### src/rtl/fill_arbiter_if.sv
// Fill arbiter bus bundle: the two fill request channels (tag comparator and
// refill path) plus the single-beat AXI-style AW/W/B write path to the
// DRAM-cache memory controller. The master modport is the arbiter's view; the
// slave modport is the view of whatever surrounds it.
interface fill_arbiter_if #(
    parameter int ADDR_WIDTH = 32,
    parameter int DATA_WIDTH = 64,
    parameter int ID_WIDTH   = 4,
    parameter int TAG_SIZE   = 24
);
    logic                             fill_valid_i;
    logic                             fill_ready_o;
    logic [ADDR_WIDTH+DATA_WIDTH-1:0] fill_data_i;

    logic                             refill_valid_i;
    logic                             refill_ready_o;
    logic [ADDR_WIDTH+DATA_WIDTH-1:0] refill_data_i;

    logic                             awvalid_o;
    logic                             awready_i;
    logic [ADDR_WIDTH-1:0]            awaddr_o;
    logic [ID_WIDTH-1:0]              awid_o;

    logic                             wvalid_o;
    logic                             wready_i;
    logic [TAG_SIZE+DATA_WIDTH-1:0]   wdata_o;
    logic                             wlast_o;

    logic                             bvalid_i;
    logic [ID_WIDTH-1:0]              bid_i;
    logic                             bready_o;

    modport master (
        input  fill_valid_i, fill_data_i,
        input  refill_valid_i, refill_data_i,
        input  awready_i, wready_i,
        input  bvalid_i, bid_i,
        output fill_ready_o, refill_ready_o,
        output awvalid_o, awaddr_o, awid_o,
        output wvalid_o, wdata_o, wlast_o,
        output bready_o
    );

    modport slave (
        output fill_valid_i, fill_data_i,
        output refill_valid_i, refill_data_i,
        output awready_i, wready_i,
        output bvalid_i, bid_i,
        input  fill_ready_o, refill_ready_o,
        input  awvalid_o, awaddr_o, awid_o,
        input  wvalid_o, wdata_o, wlast_o,
        input  bready_o
    );
endinterface

### src/rtl/fill_arbiter.sv
// Fill arbiter: shares the DRAM-cache write path between tag-comparator fills
// (installed dirty) and refills from main memory (installed clean). One fill is
// granted at a time, round-robin between the two sources, and issued as a
// single AW + W beat. Outstanding B responses are counted and grants stop once
// MAX_OUTSTANDING writes are awaiting their response.
module fill_arbiter #(
    parameter int ADDR_WIDTH      = 32,
    parameter int DATA_WIDTH      = 64,
    parameter int ID_WIDTH        = 4,
    parameter int INDEX_WIDTH     = 10,
    parameter int OFFSET_WIDTH    = 6,
    parameter int TAG_WIDTH       = ADDR_WIDTH - INDEX_WIDTH - OFFSET_WIDTH,
    parameter int BLANK_WIDTH     = 6,
    parameter int TAG_SIZE        = 2 + TAG_WIDTH + BLANK_WIDTH,
    parameter int MAX_OUTSTANDING = 4
) (
    input  logic           clk,
    input  logic           rst_n,
    fill_arbiter_if.master bus
);

    // Address split point: everything at and above it is the tag field.
    localparam int SPLIT = INDEX_WIDTH + OFFSET_WIDTH;

    // Counter wide enough to hold MAX_OUTSTANDING itself.
    localparam int                CNT_W   = $clog2(MAX_OUTSTANDING + 1);
    localparam logic [CNT_W-1:0]  CNT_MAX = CNT_W'(MAX_OUTSTANDING);
    localparam logic [CNT_W-1:0]  CNT_ONE = CNT_W'(1);

    localparam logic [0:0] S_IDLE = 1'b0;
    localparam logic [0:0] S_SEND = 1'b1;

    // Source encoding doubles as the AW id and as the round-robin pointer.
    localparam logic SRC_FILL   = 1'b0;
    localparam logic SRC_REFILL = 1'b1;

    logic [0:0]                     state;
    logic                           last_grant;
    logic                           aw_pend;
    logic                           w_pend;
    logic [CNT_W-1:0]               outstanding;

    logic [ADDR_WIDTH-1:0]          awaddr_q;
    logic [ID_WIDTH-1:0]            awid_q;
    logic [TAG_SIZE+DATA_WIDTH-1:0] wdata_q;

    logic                           can_grant;
    logic                           grant_fill;
    logic                           grant_refill;
    logic                           grant;
    logic                           grant_src;
    logic                           grant_dirty;

    logic [ADDR_WIDTH+DATA_WIDTH-1:0] sel_req;
    logic [ADDR_WIDTH-1:0]            sel_addr;
    logic [DATA_WIDTH-1:0]            sel_data;
    logic [TAG_WIDTH-1:0]             sel_tag;

    logic                           aw_fire;
    logic                           w_fire;
    logic                           send_done;
    logic                           b_fire;

    // The response id carries nothing the arbiter needs; only the count matters.
    logic                           unused_bid;
    assign unused_bid = ^bus.bid_i;

    assign can_grant = (outstanding < CNT_MAX);

    // Round-robin pick: on contention the source not granted last time wins;
    // grants are held off during reset so no ready leaks out of a reset cycle.
    always_comb begin
        grant_fill   = 1'b0;
        grant_refill = 1'b0;
        if (rst_n && (state == S_IDLE) && can_grant) begin
            if (bus.fill_valid_i && bus.refill_valid_i) begin
                if (last_grant == SRC_FILL) begin
                    grant_refill = 1'b1;
                end else begin
                    grant_fill = 1'b1;
                end
            end else if (bus.fill_valid_i) begin
                grant_fill = 1'b1;
            end else if (bus.refill_valid_i) begin
                grant_refill = 1'b1;
            end
        end
    end

    assign grant       = grant_fill | grant_refill;
    assign grant_src   = grant_refill ? SRC_REFILL : SRC_FILL;
    assign grant_dirty = (grant_src == SRC_FILL);

    // Unpack the granted request into address, data and the tag it carries.
    always_comb begin
        sel_req  = grant_refill ? bus.refill_data_i : bus.fill_data_i;
        sel_addr = sel_req[ADDR_WIDTH+DATA_WIDTH-1:DATA_WIDTH];
        sel_data = sel_req[DATA_WIDTH-1:0];
        sel_tag  = sel_addr[ADDR_WIDTH-1:SPLIT];
    end

    assign aw_fire   = aw_pend & bus.awready_i;
    assign w_fire    = w_pend & bus.wready_i;
    assign send_done = (state == S_SEND) && (!aw_pend || aw_fire) && (!w_pend || w_fire);
    assign b_fire    = bus.bvalid_i && (outstanding != '0);

    // Capture the write payload at grant time so it stays stable while the
    // memory controller back-pressures AW or W.
    always_ff @(posedge clk) begin
        if (!rst_n) begin
            awaddr_q <= '0;
            awid_q   <= '0;
            wdata_q  <= '0;
        end else if (grant) begin
            awaddr_q <= {{TAG_WIDTH{1'b0}}, sel_addr[SPLIT-1:0]};
            awid_q   <= ID_WIDTH'(grant_src);
            wdata_q  <= {1'b1, grant_dirty, sel_tag, {BLANK_WIDTH{1'b0}}, sel_data};
        end
    end

    // Grant/send sequencing: AW and W complete independently, and the fill is
    // finished in the cycle the later of the two handshakes happens.
    always_ff @(posedge clk) begin
        if (!rst_n) begin
            state      <= S_IDLE;
            aw_pend    <= 1'b0;
            w_pend     <= 1'b0;
            last_grant <= SRC_FILL;
        end else begin
            case (state)
                S_IDLE: begin
                    if (grant) begin
                        state      <= S_SEND;
                        aw_pend    <= 1'b1;
                        w_pend     <= 1'b1;
                        last_grant <= grant_src;
                    end
                end
                S_SEND: begin
                    if (aw_fire) begin
                        aw_pend <= 1'b0;
                    end
                    if (w_fire) begin
                        w_pend <= 1'b0;
                    end
                    if (send_done) begin
                        state <= S_IDLE;
                    end
                end
                default: begin
                    state   <= S_IDLE;
                    aw_pend <= 1'b0;
                    w_pend  <= 1'b0;
                end
            endcase
        end
    end

    // Writes awaiting a B response; a completion and a response in the same
    // cycle cancel out. Grants stop at the limit, so this cannot overflow.
    always_ff @(posedge clk) begin
        if (!rst_n) begin
            outstanding <= '0;
        end else if (send_done && !b_fire) begin
            outstanding <= outstanding + CNT_ONE;
        end else if (!send_done && b_fire) begin
            outstanding <= outstanding - CNT_ONE;
        end
    end

    assign bus.fill_ready_o   = grant_fill;
    assign bus.refill_ready_o = grant_refill;
    assign bus.awvalid_o      = aw_pend;
    assign bus.awaddr_o       = awaddr_q;
    assign bus.awid_o         = awid_q;
    assign bus.wvalid_o       = w_pend;
    assign bus.wdata_o        = wdata_q;
    assign bus.wlast_o        = w_pend;
    assign bus.bready_o       = (outstanding != '0);

endmodule

### src/flat_wrapper.sv
// flat-port wrapper written by rule: the top's interface ports become plain ports
module fill_arbiter_flat 
#(
    parameter int ADDR_WIDTH      = 32,
    parameter int DATA_WIDTH      = 64,
    parameter int ID_WIDTH        = 4,
    parameter int INDEX_WIDTH     = 10,
    parameter int OFFSET_WIDTH    = 6,
    parameter int TAG_WIDTH       = ADDR_WIDTH - INDEX_WIDTH - OFFSET_WIDTH,
    parameter int BLANK_WIDTH     = 6,
    parameter int TAG_SIZE        = 2 + TAG_WIDTH + BLANK_WIDTH,
    parameter int MAX_OUTSTANDING = 4
)
  (clk, rst_n, bus_fill_valid_i, bus_fill_data_i, bus_refill_valid_i, bus_refill_data_i, bus_awready_i, bus_wready_i, bus_bvalid_i, bus_bid_i, bus_fill_ready_o, bus_refill_ready_o, bus_awvalid_o, bus_awaddr_o, bus_awid_o, bus_wvalid_o, bus_wdata_o, bus_wlast_o, bus_bready_o);
  fill_arbiter_if #(.ADDR_WIDTH(ADDR_WIDTH), .DATA_WIDTH(DATA_WIDTH), .ID_WIDTH(ID_WIDTH), .TAG_SIZE(TAG_SIZE)) bus_i ();
  input  logic clk;
  input  logic rst_n;
  input wire logic [$bits(bus_i.fill_valid_i)-1:0] bus_fill_valid_i;
  input wire logic [$bits(bus_i.fill_data_i)-1:0] bus_fill_data_i;
  input wire logic [$bits(bus_i.refill_valid_i)-1:0] bus_refill_valid_i;
  input wire logic [$bits(bus_i.refill_data_i)-1:0] bus_refill_data_i;
  input wire logic [$bits(bus_i.awready_i)-1:0] bus_awready_i;
  input wire logic [$bits(bus_i.wready_i)-1:0] bus_wready_i;
  input wire logic [$bits(bus_i.bvalid_i)-1:0] bus_bvalid_i;
  input wire logic [$bits(bus_i.bid_i)-1:0] bus_bid_i;
  output wire logic [$bits(bus_i.fill_ready_o)-1:0] bus_fill_ready_o;
  output wire logic [$bits(bus_i.refill_ready_o)-1:0] bus_refill_ready_o;
  output wire logic [$bits(bus_i.awvalid_o)-1:0] bus_awvalid_o;
  output wire logic [$bits(bus_i.awaddr_o)-1:0] bus_awaddr_o;
  output wire logic [$bits(bus_i.awid_o)-1:0] bus_awid_o;
  output wire logic [$bits(bus_i.wvalid_o)-1:0] bus_wvalid_o;
  output wire logic [$bits(bus_i.wdata_o)-1:0] bus_wdata_o;
  output wire logic [$bits(bus_i.wlast_o)-1:0] bus_wlast_o;
  output wire logic [$bits(bus_i.bready_o)-1:0] bus_bready_o;
  assign bus_i.fill_valid_i = bus_fill_valid_i;
  assign bus_i.fill_data_i = bus_fill_data_i;
  assign bus_i.refill_valid_i = bus_refill_valid_i;
  assign bus_i.refill_data_i = bus_refill_data_i;
  assign bus_i.awready_i = bus_awready_i;
  assign bus_i.wready_i = bus_wready_i;
  assign bus_i.bvalid_i = bus_bvalid_i;
  assign bus_i.bid_i = bus_bid_i;
  assign bus_fill_ready_o = bus_i.fill_ready_o;
  assign bus_refill_ready_o = bus_i.refill_ready_o;
  assign bus_awvalid_o = bus_i.awvalid_o;
  assign bus_awaddr_o = bus_i.awaddr_o;
  assign bus_awid_o = bus_i.awid_o;
  assign bus_wvalid_o = bus_i.wvalid_o;
  assign bus_wdata_o = bus_i.wdata_o;
  assign bus_wlast_o = bus_i.wlast_o;
  assign bus_bready_o = bus_i.bready_o;
  fill_arbiter #(.ADDR_WIDTH(ADDR_WIDTH), .DATA_WIDTH(DATA_WIDTH), .ID_WIDTH(ID_WIDTH), .INDEX_WIDTH(INDEX_WIDTH), .OFFSET_WIDTH(OFFSET_WIDTH), .TAG_WIDTH(TAG_WIDTH), .BLANK_WIDTH(BLANK_WIDTH), .TAG_SIZE(TAG_SIZE), .MAX_OUTSTANDING(MAX_OUTSTANDING)) u_core (.clk(clk), .rst_n(rst_n), .bus(bus_i));
endmodule
### config.mk
export PLATFORM = sky130hd
export DESIGN_NAME = fill_arbiter_flat
export DESIGN_NICKNAME = d
export VERILOG_FILES = /design/src/rtl/fill_arbiter_if.sv /design/src/rtl/fill_arbiter.sv /design/src/flat_wrapper.sv
export SDC_FILE = /design/constraint.sdc
export NUM_CORES = 1
export LEC_CHECK = 0
export ABC_AREA = 1
export CORE_AREA = 2 2 129 131
export CTS_BUF_LIST = sky130_fd_sc_hd__clkbuf_16
export DETAILED_ROUTE_END_ITERATION = 12
export DIE_AREA = 0 0 131 133
export PLACE_DENSITY = 0.78
export SKIP_CTS_REPAIR_TIMING = 1
export SLEW_MARGIN = 20
export SYNTH_ARGS = -nofsm -noshare
export SYNTH_HDL_FRONTEND = slang
export SYNTH_SLANG_ARGS = --single-unit
export TNS_END_PERCENT = 10
### constraint.sdc
create_clock -name clk -period 2 [get_ports clk]
set_input_delay 0.2 -clock clk [delete_from_list [all_inputs] [get_ports clk]]
set_output_delay 0.2 -clock clk [all_outputs]
set_load 0.05 [all_outputs]
==> summary.txt, run 1 <==
Status
  – Run status: finished clean

Drt
  – Vias per Instance: 4.91
  – Antenna viol nets, final: 0
  – Count of vias placed by the detailed router: 6525
  – Final WL: 19.0 mm
  – First-pass iteration count of the detailed router: 4
  – First DRT Iteration DRCs: 348
  – DRC viols: 0
  – Routed length per placed instance: 14.3 um

Synthesis
  – Number of instances in the synthesized netlist: 842
  – Biggest area consumer among synthesized cells: sky130_fd_sc_hd__dfxtp_1
  – Total of warnings raised by yosys: 0
  – Synth Cell Area: 0.00562 mm^2
  – Total of flip-flops plus latches after synthesis: 106
  – Fraction of post-synthesis cell area in the top cell type by area: 0.378
  – Average cell area after synthesis: 6.67 um^2
  – Unique masters post-synth: 19
  – Dominant cells by area after synthesis: sky130_fd_sc_hd__dfxtp_1, sky130_fd_sc_hd__nand3_1, sky130_fd_sc_hd__nand2_1
  – Share of the yosys chip area belonging to registers: 0.378

CTS
  – Clock tree from TritonCTS: yes
  – Cell at the root of the clock tree: sky130_fd_sc_hd__clkbuf_16
  – Maximum number of buffers from clock root to sink: 2
  – Inserted Clock Buffers: 9
  – Insertion delay of the later-clocked pin in the worst-skew pair: 0.34 ns
  – TritonCTS sink count: 106
  – Number of levels in the clock H-tree: 3
  – CTS clock-pin slew for the worst setup and hold paths: roughly 0.070 ns

Final layout
  – Final core utilization: 0.567
  – NumNets Final: 1310
  – Final non-filler cell area: between 0.009 and 0.01 mm^2
  – Number of antenna repair diodes: 0
  – Share of layout cells above drive strength 1: 0.0477
  – Synth-to-layout area growth: 63.3%
  – Non-Filler Instances: 1330

Global route
  – Remaining Overflow, GRT: 0
  – First-pass GRT wire length: 29.7 mm
  – Maximum number of pins on one net before global-route repair: 58
  – Via count of the first global-routing pass: 6000
  – Initial antenna violation count: 0
  – Total global-route track usage: 0.214

Timing
  – RSZ-0062 raised after global routing: no
  – Share of the cycle needed by the critical path after routing: 0.922
  – Final max-slew violation count: 0
  – Worst hold margin: about 0.38 ns
  – Remaining max-slew budget at the tightest pin: 0.598
  – Actual slew at the worst max-slew pin: 0.603 ns
  – Clock Skews: 0.00776 ns
  – Hold Violations, Final: 0
  – Maximum operating frequency: 542 MHz
  – Total setup violations reported at the end of the flow: 0
  – Minimum clock period: 1.84 ns

Pwr
  – Sw Pwr: 3.80 mW
  – Sequential fraction of design power: 0.306
  – Worst vdd ir: 520 uV
  – Combinational share of power: 0.501
  – Net switching fraction of the power: 0.434
  – Internal power component: roughly 5 mW
  – Power density over the cells: 953 mW/mm^2
  – Cell leakage power: 4.26 nW
  – Clk network pwr share: 0.193

Floorplanning
  – Starting density of the core: 0.347
  – Die width: 131 um
  – Number of I/O pins: approximately 330
  – Core Rows: 47
  – Die extent in y: between 100 and 150 um
  – Total core area: 0.0162 mm^2
  – Die Footprint: ~0.017 mm^2

Run
  – Maximum Capacitance Violations: 0

Critical path
  – Setup slack of the most critical reg-to-reg path: 0.22 ns
  – Cell at the slowest stage of the critical path: sky130_fd_sc_hd__clkdlybuf4s50_1
  – Critical Path Source: bus_fill_valid_i
  – Crit-path max FO: 22
  – Most Frequent Cell on Critical Path: sky130_fd_sc_hd__buf_12
  – Worst Path Required: 1.80 ns
  – Beginning of the worst register-to-register path: u_core.state
  – Terminus of the critical flop-to-flop path: u_core.outstanding[2]
  – CP Capture Type: output pin
  – Crit-path leading delay family: buffers and inverters
  – Worst EP arrival: around 1.6 ns
  – List of cells traversed by the critical path: clkdlybuf4s50_1 -> a21boi_4 -> buf_12 -> nand2_1 -> inv_1 -> buf_12
  – Crit path buffers/inverters: 4
  – Crit path kind: in2out
  – Cell depth of the worst flop-to-flop path: 12
  – Total stage count of the critical path: 6
  – Critical path launch point type: input port
  – Largest stage delay on the critical path: 0.60 ns

Hold path
  – Worst min-delay path endpoint: u_core.last_grant
  – Kind of path behind the tightest hold check: in2reg
  – Startpoint of the most critical hold path: rst_n
  – Count of cells along the worst hold path: 4

Placement
  – Post-DP Area: 0.00886 mm^2
  – Number of placed cells counting well taps: 1311
  – Half-perimeter wire length of the detailed placement result: 13.4 mm
  – Gpl congestion: 0.810
  – Count of buffers inserted at the top-level ports: 303
worst max-delay path by stage:
stage / end
floorplan: u_core.outstanding[1]
global placement: u_core.outstanding[2]
detailed placement: u_core.outstanding[2]
CTS: bus_refill_ready_o
global route: u_core.outstanding[2]
finish: bus_fill_ready_o
registers in the layout (all words and copies together), names as in the netlist:
signal	count
u_core.outstanding	3
u_core.bus.wdata_o	82
u_core.bus.awaddr_o	16
u_core.bus.awid_o	1
u_core.state	1
u_core.bus.wlast_o	1
u_core.last_grant	1
u_core.bus.awvalid_o	1
worst reg2reg max path, cell delays in order, from the launching register on:
cell	delay, ns
sky130_fd_sc_hd__dfxtp_2	0.35
sky130_fd_sc_hd__inv_1	0.06
sky130_fd_sc_hd__nor2_2	0.11
sky130_fd_sc_hd__o21ai_1	0.09
sky130_fd_sc_hd__inv_1	0.06
sky130_fd_sc_hd__ha_1	0.16
sky130_fd_sc_hd__inv_1	0.08
sky130_fd_sc_hd__fa_2	0.39
sky130_fd_sc_hd__inv_1	0.06
sky130_fd_sc_hd__nand2_1	0.04
sky130_fd_sc_hd__nand3_1	0.09
sky130_fd_sc_hd__o21ai_0	0.08
sky130_fd_sc_hd__a21oi_1	0.14
synthesized netlist by cell type, drive strengths merged:
library cell  number
fa                 1
clkbuf            25
inv              101
nand2            106
o21ai             20
a21boi            13
dfxtp            106
nand3            351
ha                 1
nor2              36
a21oi              6
buf               75
conb               1
logic make-up (layout without fill, tap and decap cells):
| family | after synthesis | count (layout) | synth area share |
|---|---|---|---|
| compound gates | 39 | 39 | 0.0432 |
| fa+ha+maj | 2 | 2 | 0.00579 |
| buf+inv | 201 | 445 | 0.165 |
| flops | 106 | 106 | 0.378 |
| other cells | 1 | 25 | 0.000668 |
| simple gates | 493 | 493 | 0.408 |
layer usage:
| metal | vias up | wire (um) | GRT usage |
|---|---|---|---|
| met5 | - | 0 | 0 |
| met4 | 0 | 433 | 0.0798 |
| met3 | 29 | 1820 | 0.0667 |
| met2 | 237 | 9590 | 0.384 |
| met1 | 3023 | 7150 | 0.232 |
| li1 | 3236 | - | - |
area by class of cell:
type | count | area [um^2]
fillers | 1512 | 7000
well taps | 220 | 275
clock buffers | 9 | 225
multi-input cells | 559 | 2700
clock inverters | 7 | 53.8
flip-flops and latches | 106 | 2120
inverters | 101 | 379
repair buffers | 328 | 3410
power by group through the flow:
stage / clock, mW / sequential, mW / combinational, mW
after global placement: 0 / 2.70 / 4.34
final: 1.69 / 2.67 / 4.38
after floorplan: 0 / 3.81 / 1.68
after CTS: 1.76 / 2.67 / 4.38
after detailed placement: 0 / 2.71 / 4.37
after global routing: 1.84 / 2.72 / 4.70
layout by cell type, fill, tap and decap left out, drive strengths merged, types with 6 or more instances in the layout:
master and count:
a21boi 13, a21oi 6, buf 29, clkbuf 9, clkdlybuf4s50 299, conb 25, dfxtp 106, inv 104
nand2 106, nand3 351, nor2 36, o21ai 20
stage by stage:
stage | TNS [ns] | worst slack, ns | power (mW)
2_1_floorplan | 0 | 0.0418 | 5.49
3_3_place_gp | -0.131 | -0.131 | 7.04
3_5_place_dp | -0.186 | -0.167 | 7.08
4_1_cts | -0.0465 | -0.0465 | 8.81
5_1_grt | 0 | 0.0106 | 9.26
6_report | 0 | 0.156 | 8.74
Note: power is estimated with default switching activity, not from simulation.
==> run 2, diff against run 1 <==
--- a/config.mk
+++ b/config.mk
@@ -11,6 +11,7 @@
 export DETAILED_ROUTE_END_ITERATION = 12
 export DIE_AREA = 0 0 131 133
 export PLACE_DENSITY = 0.78
+export REMOVE_ABC_BUFFERS = 1
 export SKIP_CTS_REPAIR_TIMING = 1
 export SLEW_MARGIN = 20
 export SYNTH_ARGS = -nofsm -noshare
==> run 2 against run 1 <==
Against the previous run:
- final cell count down 0.23%
- critical endpoint unchanged
- hold slack better by 0.024 ns
- critical path type unchanged
- largest cell class unchanged
- total power down 0.75%
- clock power down 3%
- via count down 0.29%
- flip-flop and latch count unchanged
- worst setup slack worse by 0.030 ns
- first-iteration DRC count down 8.3%
- utilization down 0.28 points
- critical path depth unchanged
- largest power group unchanged
- combinational power about the same
- clock skew up 0.0016 ns
==> summary.txt, run 2 (synthesis gave the netlist of run 1 again) <==
Status
  – Run status: finished clean

Final layout
  – Fill cell total of the finished layout: 1480 (-2.1%)
  – Leading cell types in the layout, fill and taps excluded: sky130_fd_sc_hd__nand3_1, sky130_fd_sc_hd__clkdlybuf4s50_1, sky130_fd_sc_hd__nand2_1
  – Share of layout cells above drive strength 1: 0.0443 (-0.00348)
  – Max reg flops: 82 (unchanged)
  – Synth-to-layout area growth: 62.4%
  – Most common library cell in the layout ignoring fill and taps: sky130_fd_sc_hd__nand3_1
  – NumNets Final: 1307 (-0.23%)
  – Number of antenna repair diodes: 0 (unchanged)

Pwr
  – Cell leakage power: 4.25 nW (-0.30%)
  – Sw Pwr: 3.78 mW (-0.46%)
  – Sequential fraction of design power: 0.309 (+0.003)
  – Worst vdd ir: 645 uV (+24%)
  – Power density over the cells: 951 mW/mm^2 (-0.26%)
  – Combinational share of power: 0.503 (+0.002)
  – Internal power component: 4.90 mW (-0.97%)
  – Clk network pwr share: 0.189 (-0.004)
  – Net switching fraction of the power: 0.436 (+0.00125)

Timing
  – Actual slew at the worst max-slew pin: 0.562 ns (-0.0408 ns)
  – TNS Setup: 0 ns (unchanged)
  – Final max-slew violation count: 0 (unchanged)
  – Clock Skews: 0.00937 ns (+0.00161 ns)
  – Total setup violations reported at the end of the flow: 0 (unchanged)
  – Share of the cycle needed by the critical path after routing: 0.937 (+0.0148)
  – Maximum operating frequency: 534 MHz (-1.6%)
  – RSZ-0062 raised after global routing: no
  – Minimum clock period: 1.87 ns (+0.0296 ns)
  – Post-route worst setup slack: 0.127 ns (-0.0296 ns)
  – Remaining max-slew budget at the tightest pin: 0.624 (+0.0260)
  – Hold Violations, Final: 0 (unchanged)

Floorplanning
  – Total core area: 0.0162 mm^2 (unchanged)
  – Die width: 131 um (unchanged)
  – Starting density of the core: 0.347 (unchanged)
  – Die extent in y: 133 um (unchanged)
  – Core Rows: 47 (unchanged)
  – Number of I/O pins: 333 (unchanged)
  – Die Footprint: 0.0174 mm^2 (unchanged)

Drt
  – First DRT Iteration DRCs: 319 (-8.3%)
  – Vias per Instance: 4.90 (about the same)
  – DRC viols: 0 (unchanged)
  – Final WL: 19.1 mm (+0.52%)
  – Antenna viol nets, final: 0 (unchanged)
  – Count of vias placed by the detailed router: 6506 (-0.29%)
  – First-pass iteration count of the detailed router: 6 (+2)
  – Routed length per placed instance: 14.4 um (+0.74%)

Global route
  – Total global-route track usage: 0.203 (-0.0106)
  – Initial antenna violation count: 0 (unchanged)
  – First-pass GRT wire length: 28.5 mm (-3.8%)
  – Remaining Overflow, GRT: 0 (unchanged)
  – Maximum number of pins on one net before global-route repair: 105 (+81%)
  – Via count of the first global-routing pass: 5772 (-3.8%)

Critical path
  – Worst EP arrival: 1.67 ns (+0.03 ns)
  – Worst Path Required: 1.80 ns (about the same)
  – CP Capture Type: output pin
  – Critical Path Source: bus_fill_valid_i
  – Crit path kind: in2out
  – List of cells traversed by the critical path: clkdlybuf4s50_1 -> a21boi_4 -> buf_12 -> nand2_1 -> inv_1 -> buf_12
  – Largest stage delay on the critical path: 0.63 ns (+0.03 ns)
  – Crit path buffers/inverters: 4 (unchanged)
  – Cell at the slowest stage of the critical path: sky130_fd_sc_hd__clkdlybuf4s50_1
  – Beginning of the worst register-to-register path: u_core.state
  – Crit-path max FO: 15 (-32%)
  – Setup slack of the most critical reg-to-reg path: 0.19 ns (-0.03 ns)
  – Most Frequent Cell on Critical Path: sky130_fd_sc_hd__buf_12
  – Crit-path leading delay family: buffers and inverters
  – Critical path launch point type: input port

CTS
  – TritonCTS sink count: 106 (unchanged)
  – Insertion delay of the later-clocked pin in the worst-skew pair: 0.34 ns (about the same)
  – Cell at the root of the clock tree: sky130_fd_sc_hd__clkbuf_16
  – CTS clock-pin slew for the worst setup and hold paths: 0.07 ns (about the same)
  – Inserted Clock Buffers: 9 (unchanged)
  – Number of levels in the clock H-tree: 3 (unchanged)
  – Clock tree from TritonCTS: yes
  – Maximum number of buffers from clock root to sink: 2 (unchanged)

Hold path
  – Startpoint of the most critical hold path: rst_n
  – Kind of path behind the tightest hold check: in2reg

Placement
  – Gpl congestion: 0.800 (-1.1%)
  – Placement-stage worst setup slack: -0.186 ns (-0.0193 ns)
  – Half-perimeter wire length of the detailed placement result: 12.8 mm (-3.9%)
  – Count of buffers inserted at the top-level ports: 303 (unchanged)

Run
  – Maximum Capacitance Violations: 0 (unchanged)
[run 2: cell types whose count changed in the layout (fill, tap and decap cells not counted), sizes merged]
cell and change:
clkinv +2, clkbuf +1, clkinvlp -1, inv -1
buf -4
[run 2: path summary, 6_finish.rpt]
path / end / cells after the start
min: u_core.bus.wdata_o[0] / 4
max: bus_fill_ready_o / 6
min reg2reg: u_core.bus.wdata_o[87] / 2
max reg2reg: u_core.outstanding[2] / 12
[run 2: stage by stage]
stage | cells | power [mW] | instance area [um^2] | hold WS [ns] | util
floorplan | 766 | 5.29 | 5160 | 0.298 | -
global placement | 1309 | 6.97 | 8820 | 0.463 | 0.546
detailed placement | 1309 | 7.02 | 8820 | 0.470 | 0.546
CTS | 1325 | 8.69 | 9090 | 0.437 | 0.562
global route | 1327 | 9.17 | 9130 | 0.466 | 0.564
finish | 1327 | 8.68 | 9130 | 0.404 | 0.564
[run 2: worst register-to-register path, cell delays in order, from the launching register on]
cell	delay (ns)
sky130_fd_sc_hd__dfxtp_2	0.35
sky130_fd_sc_hd__inv_1	0.07
sky130_fd_sc_hd__nor2_2	0.12
sky130_fd_sc_hd__o21ai_1	0.09
sky130_fd_sc_hd__inv_1	0.07
sky130_fd_sc_hd__ha_1	0.15
sky130_fd_sc_hd__inv_1	0.07
sky130_fd_sc_hd__fa_2	0.39
sky130_fd_sc_hd__inv_1	0.06
sky130_fd_sc_hd__nand2_1	0.05
sky130_fd_sc_hd__nand3_1	0.09
sky130_fd_sc_hd__o21ai_0	0.09
sky130_fd_sc_hd__a21oi_1	0.15
[run 2: power groups by stage]
stage | Clock [mW] | Sequential (mW) | Combinational [mW]
2_1_floorplan | 0 | 3.83 | 1.46
3_3_place_gp | 0 | 2.71 | 4.26
3_5_place_dp | 0 | 2.72 | 4.30
4_1_cts | 1.70 | 2.68 | 4.31
5_1_grt | 1.77 | 2.72 | 4.68
6_report | 1.64 | 2.68 | 4.36
[run 2: final cells by class]
class	instances	area [um^2]	share of cell area
clock buffers	9	225	0.0247
clock inverters	7	38.8	0.00425
well taps	220	275	0.0302
inverters	101	379	0.0415
flip-flops and latches	106	2120	0.233
repair buffers	325	3380	0.370
multi-input cells	559	2700	0.296
[run 2: per-layer routing]
layer,share of wire,GRT usage
met5,0,0
met4,0.031,0.0851
met3,0.099,0.0643
met2,0.47,0.339
met1,0.40,0.239
